--- src/rtl/bsr_block_mac_engine.sv ---
// Block-sparse (BSR) MAC engine: accumulates W*x over the non-zero blocks of one block row and
// emits BLOCK signed sums when the row's last block has been processed.
module bsr_block_mac_engine #(
  parameter int BLOCK  = 8,
  parameter int LANES  = 2,
  parameter int DATA_W = 8,
  parameter int ACC_W  = 32,
  parameter int SAT    = 0
) (
  input  logic                      clk,
  input  logic                      rst_n,
  input  logic                      in_valid,
  output logic                      in_ready,
  input  logic [BLOCK*BLOCK*DATA_W-1:0] in_block,
  input  logic [BLOCK*DATA_W-1:0]   in_act,
  input  logic [15:0]               in_block_row,
  input  logic                      in_last,
  output logic                      out_valid,
  input  logic                      out_ready,
  output logic [BLOCK*ACC_W-1:0]    out_data,
  output logic [15:0]               out_block_row,
  output logic                      out_sat,
  output logic                      row_err,
  output logic                      busy
);

  localparam int GROUPS = BLOCK / LANES;
  localparam int KW     = (BLOCK > 1) ? $clog2(BLOCK) : 1;
  localparam int GW     = (GROUPS > 1) ? $clog2(GROUPS) : 1;
  localparam int RW     = (BLOCK > 1) ? $clog2(BLOCK) : 1;
  localparam logic signed [ACC_W-1:0] ACC_MAX = {1'b0, {(ACC_W-1){1'b1}}};
  localparam logic signed [ACC_W-1:0] ACC_MIN = {1'b1, {(ACC_W-1){1'b0}}};

  typedef enum logic [1:0] {IDLE, COMPUTE, OUTPUT} state_t;

  state_t                         state_reg, state_next;
  logic [BLOCK*BLOCK*DATA_W-1:0]  blk_reg;
  logic [BLOCK*DATA_W-1:0]        act_reg;
  logic                           last_reg;
  logic [15:0]                    held_row_reg;
  logic                           partial_reg;
  logic [KW-1:0]                  k_reg;
  logic [GW-1:0]                  g_reg;
  logic signed [ACC_W-1:0]        acc_reg [BLOCK];
  logic                           sat_reg;
  logic                           row_err_reg;

  logic                           accept;
  logic                           last_step;
  logic                           row_switch;
  logic signed [DATA_W-1:0]       x_k;
  logic signed [ACC_W-1:0]        lane_next [LANES];
  logic [LANES-1:0]               lane_ovf;

  assign in_ready   = (state_reg == IDLE);
  assign busy       = (state_reg != IDLE);
  assign out_valid  = (state_reg == OUTPUT);
  assign accept     = in_valid && in_ready;
  assign last_step  = (state_reg == COMPUTE) && (k_reg == KW'(BLOCK-1)) && (g_reg == GW'(GROUPS-1));
  assign row_switch = partial_reg && (in_block_row != held_row_reg);
  assign x_k        = act_reg[int'(k_reg)*DATA_W +: DATA_W];

  assign out_block_row = held_row_reg;
  assign out_sat       = sat_reg;
  assign row_err       = row_err_reg;

  for (genvar gi = 0; gi < BLOCK; gi++) begin : g_out
    assign out_data[gi*ACC_W +: ACC_W] = acc_reg[gi];
  end

  // One MAC lane per output row of the current group; the add is done one bit wider to see overflow.
  for (genvar gi = 0; gi < LANES; gi++) begin : g_lane
    logic [RW-1:0]             row_idx;
    logic signed [DATA_W-1:0]  w;
    logic signed [2*DATA_W-1:0] prod;
    logic signed [ACC_W-1:0]   cur;
    logic signed [ACC_W:0]     sum;
    logic                      ovf;

    assign row_idx = RW'(int'(g_reg)*LANES + gi);
    assign w       = blk_reg[((int'(g_reg)*LANES + gi)*BLOCK + int'(k_reg))*DATA_W +: DATA_W];
    assign prod    = w * x_k;
    assign cur     = acc_reg[row_idx];
    assign sum     = (ACC_W+1)'(cur) + (ACC_W+1)'(prod);
    assign ovf     = sum[ACC_W] ^ sum[ACC_W-1];
    assign lane_ovf[gi]  = ovf;
    assign lane_next[gi] = (SAT != 0 && ovf) ? (sum[ACC_W] ? ACC_MIN : ACC_MAX)
                                             : sum[ACC_W-1:0];
  end

  always_comb begin
    state_next = state_reg;
    case (state_reg)
      IDLE:    if (accept) state_next = COMPUTE;
      COMPUTE: if (last_step) state_next = last_reg ? OUTPUT : IDLE;
      OUTPUT:  if (out_ready) state_next = IDLE;
      default: state_next = IDLE;
    endcase
  end

  always_ff @(posedge clk or negedge rst_n) begin
    if (!rst_n) begin
      state_reg    <= IDLE;
      blk_reg      <= '0;
      act_reg      <= '0;
      last_reg     <= 1'b0;
      held_row_reg <= '0;
      partial_reg  <= 1'b0;
      k_reg        <= '0;
      g_reg        <= '0;
      sat_reg      <= 1'b0;
      row_err_reg  <= 1'b0;
      for (int r = 0; r < BLOCK; r++) acc_reg[r] <= '0;
    end else begin
      state_reg   <= state_next;
      row_err_reg <= 1'b0;

      if (accept) begin
        blk_reg      <= in_block;
        act_reg      <= in_act;
        last_reg     <= in_last;
        held_row_reg <= in_block_row;
        partial_reg  <= 1'b1;
        k_reg        <= '0;
        g_reg        <= '0;
        // A new row arriving over unfinished partial sums abandons them.
        if (row_switch) begin
          row_err_reg <= 1'b1;
          sat_reg     <= 1'b0;
          for (int r = 0; r < BLOCK; r++) acc_reg[r] <= '0;
        end
      end

      if (state_reg == COMPUTE) begin
        if (k_reg == KW'(BLOCK-1)) begin
          k_reg <= '0;
          g_reg <= g_reg + 1'b1;
        end else begin
          k_reg <= k_reg + 1'b1;
        end
        for (int r = 0; r < BLOCK; r++)
          if (int'(g_reg) == r / LANES) acc_reg[r] <= lane_next[r % LANES];
        if (|lane_ovf) sat_reg <= 1'b1;
      end

      if (state_reg == OUTPUT && out_ready) begin
        partial_reg <= 1'b0;
        sat_reg     <= 1'b0;
        for (int r = 0; r < BLOCK; r++) acc_reg[r] <= '0;
      end
    end
  end

  a_block_lanes: assert property (@(posedge clk) (BLOCK % LANES) == 0);
  a_out_stable:  assert property (@(posedge clk) disable iff (!rst_n)
                                  (out_valid && !out_ready) |=> $stable(out_data));

endmodule
--- config.mk ---
export PLATFORM = sky130hd
export DESIGN_NAME = bsr_block_mac_engine
export DESIGN_NICKNAME = d
export VERILOG_FILES = /design/src/rtl/bsr_block_mac_engine.sv
export SDC_FILE = /design/constraint.sdc
export NUM_CORES = 2
export LEC_CHECK = 0
export CAP_MARGIN = 20
export CORE_MARGIN = 2
export CORE_UTILIZATION = 35
export DETAILED_ROUTE_END_ITERATION = 8
export PLACE_DENSITY_LB_ADDON = 0.3
export SLEW_MARGIN = 15
export SYNTH_ARGS = -nofsm -noshare
export SYNTH_HDL_FRONTEND = slang
export SYNTH_SLANG_ARGS = --single-unit
export TNS_END_PERCENT = 30
--- constraint.sdc ---
create_clock -name clk -period 16.7 [get_ports clk]
set_input_delay 3.34 -clock clk [delete_from_list [all_inputs] [get_ports clk]]
set_output_delay 3.34 -clock clk [all_outputs]
set_load 0.02 [all_outputs]
==> results.py <==
metrics = {
    "critical_path": {
        "endpoint_kind": "flop",
        "start_kind": "flop",
        "worstSetupPathType": "reg2reg",
        "worst_ep_required_time_ns": 17.26,
        "worstPathArrival_ns": 10.57,
        "path_max_fanout": 79,
    },
    "global_routing": {
        "grt_max_degree": 232,
        "antenna_found_initial": 33,
        "grt_pass1_vias": 41327,
        "track_usage": 0.247,
        "grt_pass1_wl_um": 272000,
        "overflow": 0,
    },
    "drt": {
        "ant_nets": 0,
        "routed-via-count": 40855,
        "route.detailed.drc": 0,
        "wl_per_cell_um": 23.1,
        "firstDrtPassIters": 5,
        "drt_iter0_drc": 3667,
        "wl_um": 183000,
        "vias_per_cell": 5.16,
    },
    "cts": {
        "worstSkewPairLatency_ns": 0.73,
        "path_clk_slew_ns": 0.06,
        "cts_buffers": 97,
        "cts_setup_buffers": 0,
        "cts_tree": "done",
        "cts_max_level": 3,
        "ctsHoldBuffers": 0,
        "clk_path_buf_depth": 3,
        "cts-root-buf": "clkbuf_16",
        "ctsResizeCount": 0,
        "clkSinkCount": 859,
    },
    "synthesis": {
        "synth_fp_nets": 6218,
        "ys_seq_elements": 859,
        "synth.distinct_cells": 73,
        "async_reset_ff_frac": 1.00,
        "syn_inst": 5191,
        "synth_warnings": 0,
        "synth_edf_count": 0,
        "seq_area_frac_synth": 0.426,
        "synth_ff_type": "dfrtp_1",
        "avgSynthCellArea_um2": 9.71,
        "synthesis.area_um2": 50400,
    },
    "timing": {
        "hold_ws_ns": 0.468,
        "relSlewSlack": 0.241,
        "setup_violations": 0,
        "clock.fmax_mhz": 99.9,
        "hold_viol": 0,
        "min_period_ns": 10.01,
        "grt_setup_unrepaired": "no",
        "final.setup_skew_ns": 0.0431,
        "finalSetupTns_ns": 0,
        "fin_crit_sh": 0.599,
        "tightest_slew_ns": 1.13,
        "slew_violations": 0,
    },
    "floorplanning": {
        "pin_count": 874,
        "die_area_um2": 147000,
        "core_um2": 143000,
        "fp-row-count": 139,
        "die_x_um": 384,
        "initial_core_util": 0.352,
        "fp.dieH_um": 384,
    },
    "layout": {
        "regArea_um2": 21500,
        "drive_gt1_frac": 0.0918,
        "design_area_um2": 64500,
        "fillers": 13682,
        "fin_nets": 6948,
        "area_delta_synth_final_pct": 28.0,
        "largest_register_ffs": 512,
        "multi_input_area_um2": 26700,
        "finish.utilization": 0.450,
    },
    "placed_design": {
        "io_buffers": 873,
        "dpl.hpwl_um": 138000,
        "placement.cell_area_um2": 61000,
        "place_congestion": 0.890,
    },
    "run": {
        "drv_cap": 0,
    },
    "outcome": {
        "status": "finished clean",
    },
    "hold_path": {
        "worst_hold_path_type": "reg2reg",
    },
}
worst paths after layout:
kind                                             to  cells after the start  slack (ns)               startpoint
max in group asynchronous  blk_reg[234]$_DFFE_PN0P_                      4       11.18                    rst_n
hold / removal              act_reg[27]$_DFFE_PN0P_                      2        0.47  act_reg[27]$_DFFE_PN0P_
min in group asynchronous   out_data[113]$_DFF_PN0_                      1        2.63                    rst_n
setup / recovery            out_data[158]$_DFF_PN0_                     23        6.69     k_reg[0]$_DFFE_PN0P_
hold reg to reg             act_reg[27]$_DFFE_PN0P_                      2        0.47  act_reg[27]$_DFFE_PN0P_
setup reg to reg            out_data[158]$_DFF_PN0_                     23        6.69     k_reg[0]$_DFFE_PN0P_
worst max-delay path, stage by stage (launching register included):
cell,delay (ns)
dfrtp_4,0.70
buf_4,0.53
buf_12,0.49
mux4_2,0.64
mux4_2,0.56
mux2i_1,0.77
nor2_1,0.15
inv_1,0.12
fa_1,0.54
fa_1,0.67
inv_1,0.61
fa_1,0.56
fa_1,0.46
ha_1,0.29
ha_1,0.45
a211oi_1,0.28
o21ai_0,0.13
a221oi_1,0.36
o211ai_1,0.21
o221ai_1,0.38
o21bai_1,0.10
a21oi_1,0.18
xor2_1,0.31
o21ai_0,0.15
cells in the final DEF, fill, tap and decap left out, types with 8 or more instances in the layout:
cell type / Yosys / layout
a21oi_1: 140 / 140
o21ai_1: 8 / 8
clkbuf_1: 240 / 17
diode_2: 0 / 18
clkinv_2: 0 / 15
or2_2: 38 / 38
bufinv_16: 0 / 8
nand2_1: 1953 / 1948
and3_1: 9 / 9
nand2b_1: 8 / 8
and2_1: 26 / 24
mux2i_1: 33 / 25
nor2_1: 304 / 304
ha_1: 150 / 150
a22oi_1: 20 / 20
a31oi_1: 79 / 79
nor3_1: 9 / 9
dfrtp_1: 859 / 854
fa_1: 280 / 280
clkbuf_16: 0 / 98
a21o_1: 21 / 21
xnor2_1: 29 / 29
o21a_1: 16 / 16
nand4_1: 10 / 10
nor4_1: 10 / 10
clkbuf_8: 0 / 30
o21ai_0: 69 / 69
mux4_2: 240 / 240
mux2i_2: 2 / 8
clkdlybuf4s50_1: 0 / 872
nor2b_1: 11 / 11
xor2_1: 40 / 40
nand3_1: 135 / 134
buf_4: 1 / 56
inv_1: 302 / 302
stage by stage:
| stage | instances | setup WS (ns) |
|---|---|---|
| floorplan | 5191 | 9.01 |
| global placement | 7722 | 6.63 |
| detailed placement | 7723 | 6.48 |
| CTS | 7904 | 6.45 |
| global route | 7919 | 5.84 |
| finish | 7924 | 6.69 |
area by class of cell:
cell class / count / share of cell area
inverter: 303 / 0.0176
multi-input combinational: 3724 / 0.413
clock inverter: 36 / 0.00811
antenna: 18 / 0.000698
tap: 1903 / 0.0369
timing repair buffer: 936 / 0.144
sequential: 859 / 0.334
clock buffer: 145 / 0.0454
cell usage after synthesis, types with 3 or more instances:
cell type	instances	area (um^2)
a211oi_1	6	45.0
a21boi_0	3	22.5
a21o_1	21	158
a21oi_1	140	701
a221oi_1	3	26.3
a22oi_1	20	150
a2bb2oi_1	3	26.3
a31oi_1	79	494
a32o_1	5	50.1
and2_1	26	163
and3_1	9	56.3
buf_1	30	113
buf_2	33	165
clkbuf_1	240	901
dfrtp_1	859	21500
fa_1	280	5610
ha_1	150	1880
inv_1	302	1130
mux2i_1	33	330
mux4_2	240	5410
nand2_1	1953	7330
nand2b_1	8	50.1
nand3_1	135	676
nand4_1	10	62.6
nor2_1	304	1140
nor2b_1	11	68.8
nor3_1	9	45.0
nor4_1	10	62.6
o211ai_1	4	30.0
o21a_1	16	120
o21ai_0	69	345
o21ai_1	8	40.0
o21bai_1	6	45.0
o311ai_0	6	52.6
o31a_1	4	35.0
o31ai_1	4	30.0
or2_2	38	238
xnor2_1	29	254
xor2_1	40	350
logic make-up after synthesis:
family,share of synthesized area
AOI/OAI and AO/OA,0.0534
xor gates and xnor gates,0.0128
adders and majority gates,0.148
buffers and inverters,0.0463
DFF,0.426
muxes,0.114
and+or+nand+nor,0.198
metal layers:
metal  up-vias  GRT usage  wire [um]
li1      18392          -          -
met1     20496      0.334      76000
met2      1666      0.392      85900
met3       275     0.0540      14900
met4        26     0.0885       6290
met5         -          0        168
Power is not shown: default switching activity piles up to over one toggle a cycle in this logic, so the estimate is an artifact.
